$ cat src/rtl/usb_rx_pkg.sv
// Shared types and constants for the USB full-speed receive controller.
// Optional build macro: USB_RX_STUFF_ERR_EN (bit-stuffing violation detection).
package usb_rx_pkg;

  typedef enum logic [3:0] {
    StIdle,
    StSync,
    StChkSync,
    StRxByte,
    StStore,
    StEopWait,
    StErrDrain,
    StErrEopWait,
    StErrIdle
  } rx_state_e;

  localparam logic [7:0] SyncByteDefault = 8'h80;

  // Longest run of samples without a line transition before the stream is illegal.
  localparam logic [2:0] StuffLimit = 3'd7;

  // States in which a packet is considered in flight.
  function automatic logic rx_state_rcving(input rx_state_e st);
    return (st == StSync) || (st == StChkSync) || (st == StRxByte) || (st == StStore) ||
           (st == StEopWait) || (st == StErrDrain) || (st == StErrEopWait);
  endfunction

  // States that report a receive error.
  function automatic logic rx_state_err(input rx_state_e st);
    return (st == StErrDrain) || (st == StErrEopWait) || (st == StErrIdle);
  endfunction

  // States in which the bit timer advances and resynchronises on edges.
  function automatic logic rx_state_timer_en(input rx_state_e st);
    return (st == StSync) || (st == StRxByte) || (st == StStore) || (st == StErrDrain);
  endfunction

endpackage

$ cat src/rtl/usb_rx_timer.sv
// Bit timer for the USB receiver: per-bit clock counter resynchronised on line
// edges, the bit-sample strobe, the bit-within-byte counter and the byte pulse.
module usb_rx_timer #(
  parameter int unsigned CLKS_PER_BIT = 8,
  parameter int unsigned SAMPLE_POINT = 2
) (
  input  logic       clk,
  input  logic       n_rst,
  input  logic       d_edge,
  input  logic       timer_en,
  input  logic       load_en,
  input  logic       bit_clr,
  output logic       shift_enable,
  output logic       byte_received,
  output logic [2:0] bit_cnt
);

  localparam int unsigned CntW = (CLKS_PER_BIT > 1) ? $clog2(CLKS_PER_BIT) : 1;

  logic [CntW-1:0] clk_cnt_q;
  logic [2:0]      bit_cnt_q;
  logic            byte_received_q;

  // An edge never coincides with a sample: the edge restarts the bit period.
  assign shift_enable  = timer_en && (clk_cnt_q == CntW'(SAMPLE_POINT)) && !d_edge;
  assign byte_received = byte_received_q;
  assign bit_cnt       = bit_cnt_q;

  // Clock-within-bit counter: restart on an edge, otherwise wrap per bit period.
  always_ff @(posedge clk or negedge n_rst) begin
    if (!n_rst) begin
      clk_cnt_q <= '0;
    end else if (d_edge && load_en) begin
      clk_cnt_q <= '0;
    end else if (timer_en) begin
      if (clk_cnt_q == CntW'(CLKS_PER_BIT - 1)) begin
        clk_cnt_q <= '0;
      end else begin
        clk_cnt_q <= clk_cnt_q + CntW'(1);
      end
    end
  end

  // Bit-within-byte counter and the byte-complete pulse one cycle after the 8th sample.
  always_ff @(posedge clk or negedge n_rst) begin
    if (!n_rst) begin
      bit_cnt_q       <= 3'd0;
      byte_received_q <= 1'b0;
    end else begin
      byte_received_q <= shift_enable && (bit_cnt_q == 3'd7);
      if (bit_clr) begin
        bit_cnt_q <= 3'd0;
      end else if (shift_enable) begin
        bit_cnt_q <= bit_cnt_q + 3'd1;
      end
    end
  end

endmodule

$ cat src/rtl/usb_rx_ctrl.sv
// USB full-speed receive control: sequences SYNC check, data bytes and EOP,
// strobes completed bytes into the RX FIFO and flags receive errors.
// Optional build macro: USB_RX_STUFF_ERR_EN adds a bit-stuffing violation check
// that forces the error path after too many samples without a line edge.
module usb_rx_ctrl
  import usb_rx_pkg::*;
#(
  parameter int unsigned CLKS_PER_BIT = 8,
  parameter int unsigned SAMPLE_POINT = 2,
  parameter logic [7:0]  SYNC_BYTE    = SyncByteDefault
) (
  input  logic       clk,
  input  logic       n_rst,
  input  logic       d_edge,
  input  logic       eop,
  input  logic [7:0] rcv_data,
  output logic       shift_enable,
  output logic       byte_received,
  output logic       rcving,
  output logic       w_enable,
  output logic       r_error
);

  rx_state_e  state_q, state_d;
  logic       timer_en;
  logic       load_en;
  logic       bit_clr;
  logic [2:0] bit_cnt;

  assign timer_en = rx_state_timer_en(state_q);
  // Idle also listens for the first edge so the new packet starts bit-aligned.
  assign load_en  = timer_en || (state_q == StIdle);
  // Any edge that launches a new SYNC field restarts byte framing.
  assign bit_clr  = d_edge && ((state_q == StIdle) || (state_q == StErrIdle));

  usb_rx_timer #(
    .CLKS_PER_BIT (CLKS_PER_BIT),
    .SAMPLE_POINT (SAMPLE_POINT)
  ) u_timer (
    .clk           (clk),
    .n_rst         (n_rst),
    .d_edge        (d_edge),
    .timer_en      (timer_en),
    .load_en       (load_en),
    .bit_clr       (bit_clr),
    .shift_enable  (shift_enable),
    .byte_received (byte_received),
    .bit_cnt       (bit_cnt)
  );

`ifdef USB_RX_STUFF_ERR_EN
  logic [2:0] stuff_cnt_q;
  logic       stuff_hit;

  assign stuff_hit = (stuff_cnt_q == StuffLimit);

  // Samples since the last line edge, saturating at the stuffing limit.
  always_ff @(posedge clk or negedge n_rst) begin
    if (!n_rst) begin
      stuff_cnt_q <= 3'd0;
    end else if (d_edge) begin
      stuff_cnt_q <= 3'd0;
    end else if (shift_enable && !stuff_hit) begin
      stuff_cnt_q <= stuff_cnt_q + 3'd1;
    end
  end
`endif

  // Next-state decode for packet sequencing.
  always_comb begin
    state_d = state_q;
    unique case (state_q)
      StIdle: begin
        if (d_edge) state_d = StSync;
      end
      StSync: begin
        if (byte_received)           state_d = StChkSync;
        else if (shift_enable && eop) state_d = StErrEopWait;
      end
      StChkSync: begin
        state_d = (rcv_data == SYNC_BYTE) ? StRxByte : StErrDrain;
      end
      StRxByte: begin
        if (byte_received) begin
          state_d = StStore;
        end else if (shift_enable && eop) begin
          // EOP is only clean on a byte boundary; mid-byte it truncates data.
          state_d = (bit_cnt == 3'd0) ? StEopWait : StErrEopWait;
        end
      end
      StStore: begin
        state_d = StRxByte;
      end
      StEopWait: begin
        if (d_edge) state_d = StIdle;
      end
      StErrDrain: begin
        if (shift_enable && eop) state_d = StErrEopWait;
      end
      StErrEopWait: begin
        if (d_edge) state_d = StErrIdle;
      end
      StErrIdle: begin
        if (d_edge) state_d = StSync;
      end
      default: begin
        state_d = StIdle;
      end
    endcase
`ifdef USB_RX_STUFF_ERR_EN
    if (stuff_hit && ((state_q == StRxByte) || (state_q == StStore))) begin
      state_d = StErrDrain;
    end
`endif
  end

  // State register with Moore outputs registered alongside it.
  always_ff @(posedge clk or negedge n_rst) begin
    if (!n_rst) begin
      state_q  <= StIdle;
      rcving   <= 1'b0;
      r_error  <= 1'b0;
      w_enable <= 1'b0;
    end else begin
      state_q  <= state_d;
      rcving   <= rx_state_rcving(state_d);
      r_error  <= rx_state_err(state_d);
      w_enable <= (state_d == StStore);
    end
  end

endmodule
$ cat config.mk
export PLATFORM = sky130hd
export DESIGN_NAME = usb_rx_ctrl
export DESIGN_NICKNAME = d
export VERILOG_FILES = /design/src/rtl/usb_rx_pkg.sv /design/src/rtl/usb_rx_timer.sv /design/src/rtl/usb_rx_ctrl.sv
export SDC_FILE = /design/constraint.sdc
export NUM_CORES = 1
export LEC_CHECK = 0
export ABC_AREA = 1
export BUFFER_PORTS_ARGS = -buffer_cell sky130_fd_sc_hd__buf_2
export CORE_UTILIZATION = 29
export DETAILED_ROUTE_END_ITERATION = 10
export GPL_ROUTABILITY_DRIVEN = 0
export HOLD_SLACK_MARGIN = 0.02
export PLACE_DENSITY = 0.48
export SLEW_MARGIN = 20
export SYNTH_ARGS = -nofsm -noshare
export SYNTH_HDL_FRONTEND = slang
export SYNTH_SLANG_ARGS = --single-unit
$ cat constraint.sdc
create_clock -name clk -period 1.4 [get_ports clk]
set_input_delay 0.14 -clock clk [delete_from_list [all_inputs] [get_ports clk]]
set_output_delay 0.14 -clock clk [all_outputs]
set_load 0.03 [all_outputs]
Word-level counts from Yosys, hierarchy flattened:

Index checks and enable logic that the tools add are counted.

* equal/unequal tests: 20
* reduce and logical (&&, ||, !) cells: 25
* muxes and demuxes: 15
* add/sub/neg operators: 2

Operators by type and width (count)
* $eq A4 B3 Y1 const B: 8
* $pmux W4 S8: 1
* $mux W4: 7
* $mux W3: 6
* $eq A4 B2 Y1 const B: 4
* $logic_or A1 B1 Y1: 13
* $eq A4 B1 Y1 const B: 2
* $eq A4 B4 Y1 const B: 2
* $eq A8 B8 Y1 const B: 1
* $add A3 B1 Y3 const B: 2
* $eq A3 B3 Y1 const B: 2
* $logic_and A1 B1 Y1: 6
* $logic_not A4 Y1: 1
* $reduce_bool A2 Y1: 2
* $eq A3 B2 Y1 const B: 1
* $logic_not A3 Y1: 1
* $mux W2: 1
* $reduce_or A2 Y1: 1
* $logic_not A1 Y1: 1

* bits of input ports: 12
* logic and storage cells: 69
* output and inout port bits: 5
* register bits after elaboration: 14

Logic depth before layout (Yosys ltp):

Gate-level depths: netlist (run 1).

* depth in word-level cells: 17
* gate-level depth with buffers: 11
* depth with buffers taken out: 11

Modules after synthesis:

Synthesis (run 1) repeated with hierarchy kept, for this count alone.

* cell total of the unflattened synthesis: 125
* area, all modules: 890.9 sq um

By module, submodules not included
* usb_rx_ctrl: area each 503.0 sq um, cells each 83, sequential area each 175.2 sq um, instances 1
* usb_rx_timer: area each 387.9 sq um, cells each 42, sequential area each 175.2 sq um, instances 1

Least setup slack after synthesis (run 1):

OpenSTA, ideal clock, no wires.

* path kind: reg2reg
* start point: register u_timer.clk_cnt_q[0]
* end point: register u_timer.bit_cnt_q[2], in the netlist u_timer.bit_cnt[2]
* clock period less this slack: 1346 ps
* data arrival time: 1263 ps
* data required time: 1317 ps
* buffers on the path: 0
* library setup time: 83 ps
* path slack: 54 ps
* cell stages (with the launch flop): 9
* path through: dfrtp_1 inv_1 ha_1 inv_1 nor2_1 nand2_1 inv_1 nand2_1 o21ai_0

* cells in the longest elaborated chain, start to end: 4

Ends and longest elaborated chain
* from (decl): line usb_rx_timer.sv:20 `logic [CntW-1:0] clk_cnt_q;`
* from (signal assigned): line usb_rx_timer.sv:39 `clk_cnt_q <= clk_cnt_q + CntW'(1);`
* $eq A3 B2 Y1: line usb_rx_timer.sv:25 `assign shift_enable = timer_en && (clk_cnt_q == CntW'(SAMPLE_POINT)) && !d_edge;`
* $logic_and A1 B1 Y1 (2 in a row): line usb_rx_timer.sv:25
* named net shift_enable: line usb_rx_ctrl.sv:17 `output logic shift_enable,`
* $reduce_bool A2 Y1 (no source line)
* to (signal assigned): line usb_rx_timer.sv:54 `bit_cnt_q <= bit_cnt_q + 3'd1;`
* to (decl): line usb_rx_timer.sv:21 `logic [2:0] bit_cnt_q;`

The timed path passes the listed nets, and every way through them passes these cells.
A chain may end at the register's enable or synchronous reset.

Worst setup path in the final report (run 1):

* start point: register state_q[2]
* end point: output port shift_enable

* cells in the longest elaborated chain, start to end: 6
* elaborated cells between the ends (all ways): 9
* those cells by class: 4 x eq/ne; 5 x reduce/logical

Ends and longest elaborated chain
* from (decl): line usb_rx_ctrl.sv:24 `rx_state_e state_q, state_d;`
* from (signal assigned): line usb_rx_ctrl.sv:120 `state_q <= StIdle;`
* from (signal assigned): line usb_rx_ctrl.sv:125 `state_q <= state_d;`
* $eq A4 B1 Y1 or $eq A4 B2 Y1 (tied branches): line usb_rx_pkg.sv:35 `return (st == StSync) || (st == StRxByte) || (st == StStore) || (st == StErrDrain);`
* $logic_or A1 B1 Y1 (2 in a row): line usb_rx_pkg.sv:35
* $logic_or A1 B1 Y1 *: line usb_rx_pkg.sv:35
* $logic_and A1 B1 Y1 * (2 in a row): line usb_rx_timer.sv:25
* to (decl): line usb_rx_ctrl.sv:17

Mark *: on every way between the ends. The rest lies on a longest branch, timed or not.

==> results of run 1 <==
## state kept, by name (all words and copies together) (netlist names)
signal,count
state_q,4
u_timer.byte_received,1
u_timer.clk_cnt_q,3
rcving,1
u_timer.bit_cnt,3
r_error,1
w_enable,1
## path summary, 6_finish.rpt
path	startpoint	endpoint	depth (start not counted)
worst max register to register	u_timer.clk_cnt_q[0]$_DFFE_PN0P_	u_timer.clk_cnt_q[1]$_DFFE_PN0P_	7
worst min-delay path	d_edge	u_timer.clk_cnt_q[0]$_DFFE_PN0P_	4
min in group asynchronous	n_rst	u_timer.clk_cnt_q[1]$_DFFE_PN0P_	2
max in group asynchronous	n_rst	state_q[2]$_DFF_PN0_	2
worst max-delay path	state_q[2]$_DFF_PN0_	shift_enable	6
worst min register to register	u_timer.clk_cnt_q[2]$_DFFE_PN0P_	u_timer.clk_cnt_q[2]$_DFFE_PN0P_	2
## timing repair
action,in CTS,in global routing
setup buffers,10,4
hold buffers,1,0
endpoints found under the setup margin,3,10
resized for setup,20,19
pin swaps,5,7
hold endpoints to repair,14,0
## final cells by class
type,instances,area (µm²),area share
sequential,14,353,0.266
multi-input combinational,81,549,0.413
inverter,22,85.1,0.0640
timing repair buffer,39,280,0.211
clock buffer,3,22.5,0.0169
tap,31,38.8,0.0292
## synth_stat cells
master	n
o22ai_1	1
a211oi_1	1
dfrtp_1	14
inv_1	20
a21oi_2	1
nand2_4	1
nand3_1	10
nand4_1	3
nand2_2	1
or2_2	1
ha_1	6
nor2_4	1
nand3_2	2
nor3b_2	1
and2_0	1
or2_1	1
o21ai_0	5
nand2_1	27
o21ai_1	2
a21o_1	1
nor2_1	12
inv_2	2
a21oi_1	3
## power by group
group | internal (mW) | switching [mW] | total, mW
Sequential | 0.556 | 0.133 | 0.689
Clock | 0.0995 | 0.114 | 0.213
Combinational | 0.921 | 1.04 | 1.96
Total | 1.58 | 1.29 | 2.87
## per-layer routing
metal	up-vias	routed length, µm	GRT usage
li1	456	-	-
met4	0	23	0.0801
met1	413	994	0.183
met3	2	73	0.0272
met2	21	1140	0.240
met5	-	0	0
## cell families (layout without fill, tap and decap cells)
kind of cell | after synthesis | after routing | synth area share
simple gates | 61 | 61 | 0.334
buf+inv | 22 | 64 | 0.0935
compound gates | 14 | 14 | 0.0907
flops | 14 | 14 | 0.397
fa+ha+maj | 6 | 6 | 0.0850
## metrics by stage
stage	cells	TNS [ns]	setup slack, ns	hold WS (ns)	total power [mW]
2_1_floorplan	117	0	0.0545	-0.156	1.54
3_3_place_gp	172	0	0.0146	0.0557	1.95
3_5_place_dp	172	0	0.00721	0.0572	1.96
4_1_cts	186	-0.0217	-0.0179	0.229	2.53
5_1_grt	190	-0.569	-0.108	0.194	3.09
6_report	190	-0.0277	-0.0277	0.196	2.87
## worst reg2reg max path: cells and delay by family, from the launching register on
family          cells  cell delay (ns)
compound gates      1             0.10
fa+ha+maj           2             0.35
buf+inv             2             0.18
flops               1             0.39
simple gates        2             0.31
==> flow_metrics.env, run 1 <==
export IMPL_worst_setup_path_end_kind="primary output"
export IMPL_routed_wirelength_um=2230
export IMPL_h_tree_depth=1
export IMPL_powerDensity_nw_per_um2=2160
export IMPL_clk_pin_slew_ns=0.07
export IMPL_syn_num_nets=135
export IMPL_drc=3
export IMPL_max_vdd_ir_drop_v=0.000831
export IMPL_status="finished with violations"
export IMPL_final_common_cell="nand2_1"
export IMPL_setup_viol=1
export IMPL_worst_slew_pin_slew_ns=0.348
export IMPL_grt_first_pass_wirelength_um=3550
export IMPL_start_util=0.312
export IMPL_cp_top_family="flip-flops"
export IMPL_cts_made_buffers=3
export IMPL_first_global_vias=815
export IMPL_syn_area_um2=883
export IMPL_avgSynthCellArea_um2=7.55
export IMPL_synth_area_leaders="dfrtp_1 (40%), nand2_1 (11%), ha_1 (8.5%)"
export IMPL_crit_type="reg2out"
export IMPL_io_pin_count=17
export IMPL_synth_top_cell_area_share=0.397
export IMPL_dieHeight_um=57.2
export IMPL_cpPeakStageDelay_ns=0.46
export IMPL_final_cell_area_um2=1330
export IMPL_maxSlewViolCount=0
export IMPL_wl_per_cell_um=11.7
export IMPL_place_area_um2=1060
export IMPL_ctsLongestPathBuffers=2
export IMPL_crit_chain="buf_6 -> nand3_4 -> nand2_4 -> nand2_4 -> inv_2 -> buf_6"
export IMPL_syn_to_final_growth_pct=50.4
export IMPL_drv_cap=0
export IMPL_portBuffers=16
export IMPL_root_buffer="clkbuf_4"
export IMPL_fin_ws_ns=-0.0277
export IMPL_final_util=0.470
export IMPL_die_area_um2=3270
export IMPL_max_freq_mhz=700
export IMPL_ant_nets=0
export IMPL_clkSinkCount=14
export IMPL_critPathRequiredTime_ns=1.26
export IMPL_nFillCells=282
export IMPL_hpwlAfterDp_um=1560
export IMPL_globalRouteOverflowTotal=0
export IMPL_via_per_inst=4.69
export IMPL_cts_tree="built"
export IMPL_violations="design-rule violations, negative setup slack"
export IMPL_final_cell_mix="nand2_1 (23), buf_4 (17), inv_1 (15), buf_2 (15), dfrtp_1 (12)"
export IMPL_clock_latency_ns=0.27
export IMPL_grt_use_total=0.147
export IMPL_yosysSeqAreaShare=0.397
export IMPL_post_route_period_util=1.02
export IMPL_dieWidth_um=57.2
export IMPL_drtPass1Iterations=7
export IMPL_num_rows=19
export IMPL_antenna_found_initial=0
export IMPL_crit_buf_inv=3
export IMPL_crit_slowest_cell="dfrtp_2"
export IMPL_synth_top_area_cell="dfrtp_1"
export IMPL_arrival_ns=1.29
export IMPL_finalHoldViolCount=0
export IMPL_drtIter0Drc=20
export IMPL_path_max_fanout=5
export IMPL_nets=179
export IMPL_startpoint_type="register"
export IMPL_ys_warn_count=0
export IMPL_r2r_slack_ns=0.01
export IMPL_vias=892
export IMPL_holdCritPathClass="in2reg"
export IMPL_min_period_ns=1.43
export IMPL_synth_cell_types=23
export IMPL_core_area_um2=2830
export IMPL_p_leak_nw=0.707
export IMPL_max_slew_margin=0.766
export IMPL_ys_seq_elements=14
export IMPL_skew_ns=0.00223
export IMPL_drive_above_1_share=0.472
export IMPL_grt_max_degree=15
export IMPL_synthCells=117
export IMPL_grt_setup_unrepaired="true"
export IMPL_num_antenna_cells=0
(Power assumes the default switching activity.)
==> run 2, diff against run 1 <==
--- a/config.mk
+++ b/config.mk
@@ -5,9 +5,9 @@
 export SDC_FILE = /design/constraint.sdc
 export NUM_CORES = 1
 export LEC_CHECK = 0
-export ABC_AREA = 1
 export BUFFER_PORTS_ARGS = -buffer_cell sky130_fd_sc_hd__buf_2
 export CORE_UTILIZATION = 29
+export CTS_BUF_LIST = sky130_fd_sc_hd__clkbuf_16
 export DETAILED_ROUTE_END_ITERATION = 10
 export GPL_ROUTABILITY_DRIVEN = 0
 export HOLD_SLACK_MARGIN = 0.02
==> run 2 against run 1 <==
Against the previous run:
- the run ends with negative setup slack left
- utilization increased by 1.5 points
- clock power increased by 150%
- sequential share of layout area decreased by 0.46 points
- critical path depth decreased by 1
- register-to-register slack got worse by 0.17 ns
- non-clock buffer count decreased by 3
- fmax decreased by 10%
- final area increased by 1.4%
- sequential cell count unchanged
- final cell count decreased by 19%
- worst hold slack got worse by 0.0097 ns
- synthesized area decreased by 2.0%
- critical path type unchanged
- highest routed layer unchanged
==> flow_metrics.env, run 2 <==
export IMPL_status="finished with violations"
export IMPL_violations="negative setup slack"
export IMPL_max_vdd_ir_drop_v=0.00100
export IMPL_synth_top_flop_cell="dfrtp_1"
export IMPL_grt_first_pass_wirelength_um=3390
export IMPL_syn_to_final_growth_pct=55.6
export IMPL_min_period_ns=1.59
export IMPL_synth_most_common_cell="dfrtp_1"
export IMPL_syn_area_um2=866
export IMPL_dieHeight_um=56.6
export IMPL_place_ws_ns=-0.195
export IMPL_root_buffer="clkbuf_16"
export IMPL_path_max_fanout=2
export IMPL_synth_area_leaders="dfrtp_1 (40%), ha_1 (8.7%), mux2i_1 (3.5%)"
export IMPL_drc=0
export IMPL_post_route_period_util=1.14
export IMPL_holdCritPathClass="in2reg"
export IMPL_drive_above_1_share=0.537
export IMPL_place_area_um2=1070
export IMPL_drv_cap=0
export IMPL_grt_use_total=0.135
export IMPL_globalRouteOverflowTotal=0
export IMPL_top_register="state_q"
export IMPL_dieWidth_um=56.6
export IMPL_avgSynthCellArea_um2=9.84
export IMPL_setup_viol=10
export IMPL_ant_nets=0
export IMPL_first_global_vias=764
export IMPL_clkSinkCount=14
export IMPL_grt_max_degree=15
export IMPL_cts_made_buffers=3
export IMPL_worst_setup_path_end_kind="primary output"
export IMPL_clock_latency_ns=0.24
export IMPL_routed_wirelength_um=1980
export IMPL_place_inst=146
export IMPL_final_cell_mix="buf_2 (15), buf_4 (14), dfrtp_1 (13)"
export IMPL_via_per_inst=4.93
export IMPL_max_freq_mhz=628
export IMPL_critPathRequiredTime_ns=1.26
export IMPL_arrival_ns=1.45
export IMPL_wl_per_cell_um=12.9
export IMPL_p_leak_nw=0.622
export IMPL_synth_edf_count=0
export IMPL_worst_r2r_startpoint="state_q[0]$_DFF_PN0_"
export IMPL_portBuffers=16
export IMPL_drtPass1Iterations=4
export IMPL_r2r_cells=7
export IMPL_final_cell_area_um2=1350
export IMPL_ys_seq_elements=14
export IMPL_r2r_slack_ns=-0.16
export IMPL_io_pin_count=17
export IMPL_h_tree_depth=1
export IMPL_synthArstFlopShare=1.00
export IMPL_max_slew_margin=0.783
export IMPL_worst_slew_pin_slew_ns=0.326
export IMPL_yosysSeqAreaShare=0.405
export IMPL_fin_cells=154
export IMPL_power_mw=2.75
export IMPL_hpwlAfterDp_um=1430
export IMPL_antenna_found_initial=0
export IMPL_start_util=0.311
export IMPL_clk_pin_slew_ns=0.04
export IMPL_reg2reg_to="u_timer.bit_cnt[1]$_DFFE_PN0P_"
export IMPL_final_util=0.484
export IMPL_cts_tree="built"
export IMPL_die_area_um2=3210
export IMPL_num_rows=19
export IMPL_synth_top_area_cell="dfrtp_1"
export IMPL_grt_setup_unrepaired="true"
export IMPL_maxSlewViolCount=0
export IMPL_hold_start="rcv_data[2]"
export IMPL_final_common_cell="buf_2"
export IMPL_syn_num_nets=106
export IMPL_crit_type="reg2out"
export IMPL_powerDensity_nw_per_um2=2040
export IMPL_skew_ns=0.00215
export IMPL_synth_top_cell_area_share=0.405
export IMPL_synth_cell_types=33
export IMPL_core_area_um2=2780
export IMPL_crit_start="state_q[0]$_DFF_PN0_"
export IMPL_synthCells=88
export IMPL_nFillCells=250
export IMPL_largest_reg_flops=4
export IMPL_startpoint_type="register"
export IMPL_hold_path_end="state_q[0]$_DFF_PN0_"
export IMPL_hold_slack_ns=0.186
export IMPL_whs_path_depth=4
export IMPL_finalHoldViolCount=0
export IMPL_fin_ws_ns=-0.192
export IMPL_ctsLongestPathBuffers=2
export IMPL_ys_warn_count=0
export IMPL_num_antenna_cells=0
export IMPL_nets=143
export IMPL_tns_ns=-1.08
export IMPL_drtIter0Drc=11
export IMPL_yosys_top_cells_count="dfrtp_1 (14), nor2_1 (8), inv_1 (7), ha_1 (6)"
export IMPL_vias=759
run 2: what timing repair did:
item | CTS | global route
setup endpoints to repair | 10 | 13
resized for setup | 24 | 12
pin swaps | 6 | 7
setup buffers | 6 | 1
endpoints found under the hold margin | 14 | 0
hold buffers | 1 | 0
run 2: logic make-up (layout without fill, tap and decap cells):
logic type / count (synthesis) / after routing / share of synthesized area
adders and majority gates: 6 / 6 / 0.0867
AOI/OAI and AO/OA: 13 / 13 / 0.101
and+or+nand+nor: 39 / 39 / 0.273
xor gates and xnor gates: 2 / 2 / 0.0289
muxes: 3 / 3 / 0.0347
buffers and inverters: 11 / 46 / 0.0708
DFF: 14 / 14 / 0.405
run 2: power breakdown:
group | leakage [nW] | internal (mW) | total [mW] | switching (mW)
Clock | 0.0370 | 0.373 | 0.525 | 0.152
Sequential | 0.182 | 0.528 | 0.639 | 0.111
Combinational | 0.404 | 0.802 | 1.59 | 0.788
run 2: area by class of cell:
cell class	instances	area (µm²)	share of cell area
tap	31	38.8	0.0288
multi-input combinational	63	583	0.433
timing repair buffer	36	270	0.201
clock buffer	3	75.1	0.0557
sequential	14	352	0.261
inverter	7	28.8	0.0214
run 2: worst max path at each step:
stage / to / slack (ns)
global route: r_error$_DFF_PN0_ / -0.24
detailed placement: r_error$_DFF_PN0_ / -0.20
CTS: shift_enable / -0.23
floorplan: u_timer.bit_cnt[1]$_DFFE_PN0P_ / -0.46
finish: shift_enable / -0.19
global placement: r_error$_DFF_PN0_ / -0.17
run 2: critical path: stages (launching register included):
cell and delay (ns):
dfrtp_2 0.44, xor2_2 0.16, nand2b_1 0.12, nor4b_4 0.21, buf_4 0.15, buf_6 0.12
run 2: routing by layer:
| metal | GRT usage | wire length (µm) | vias up | part of all wire |
|---|---|---|---|---|
| met4 | 0.0627 | 31 | 0 | 0.016 |
| met3 | 0.0230 | 48 | 4 | 0.024 |
| met5 | 0 | 0 | - | 0 |
| met1 | 0.179 | 959 | 373 | 0.48 |
| met2 | 0.213 | 940 | 9 | 0.47 |
| li1 | - | - | 373 | - |
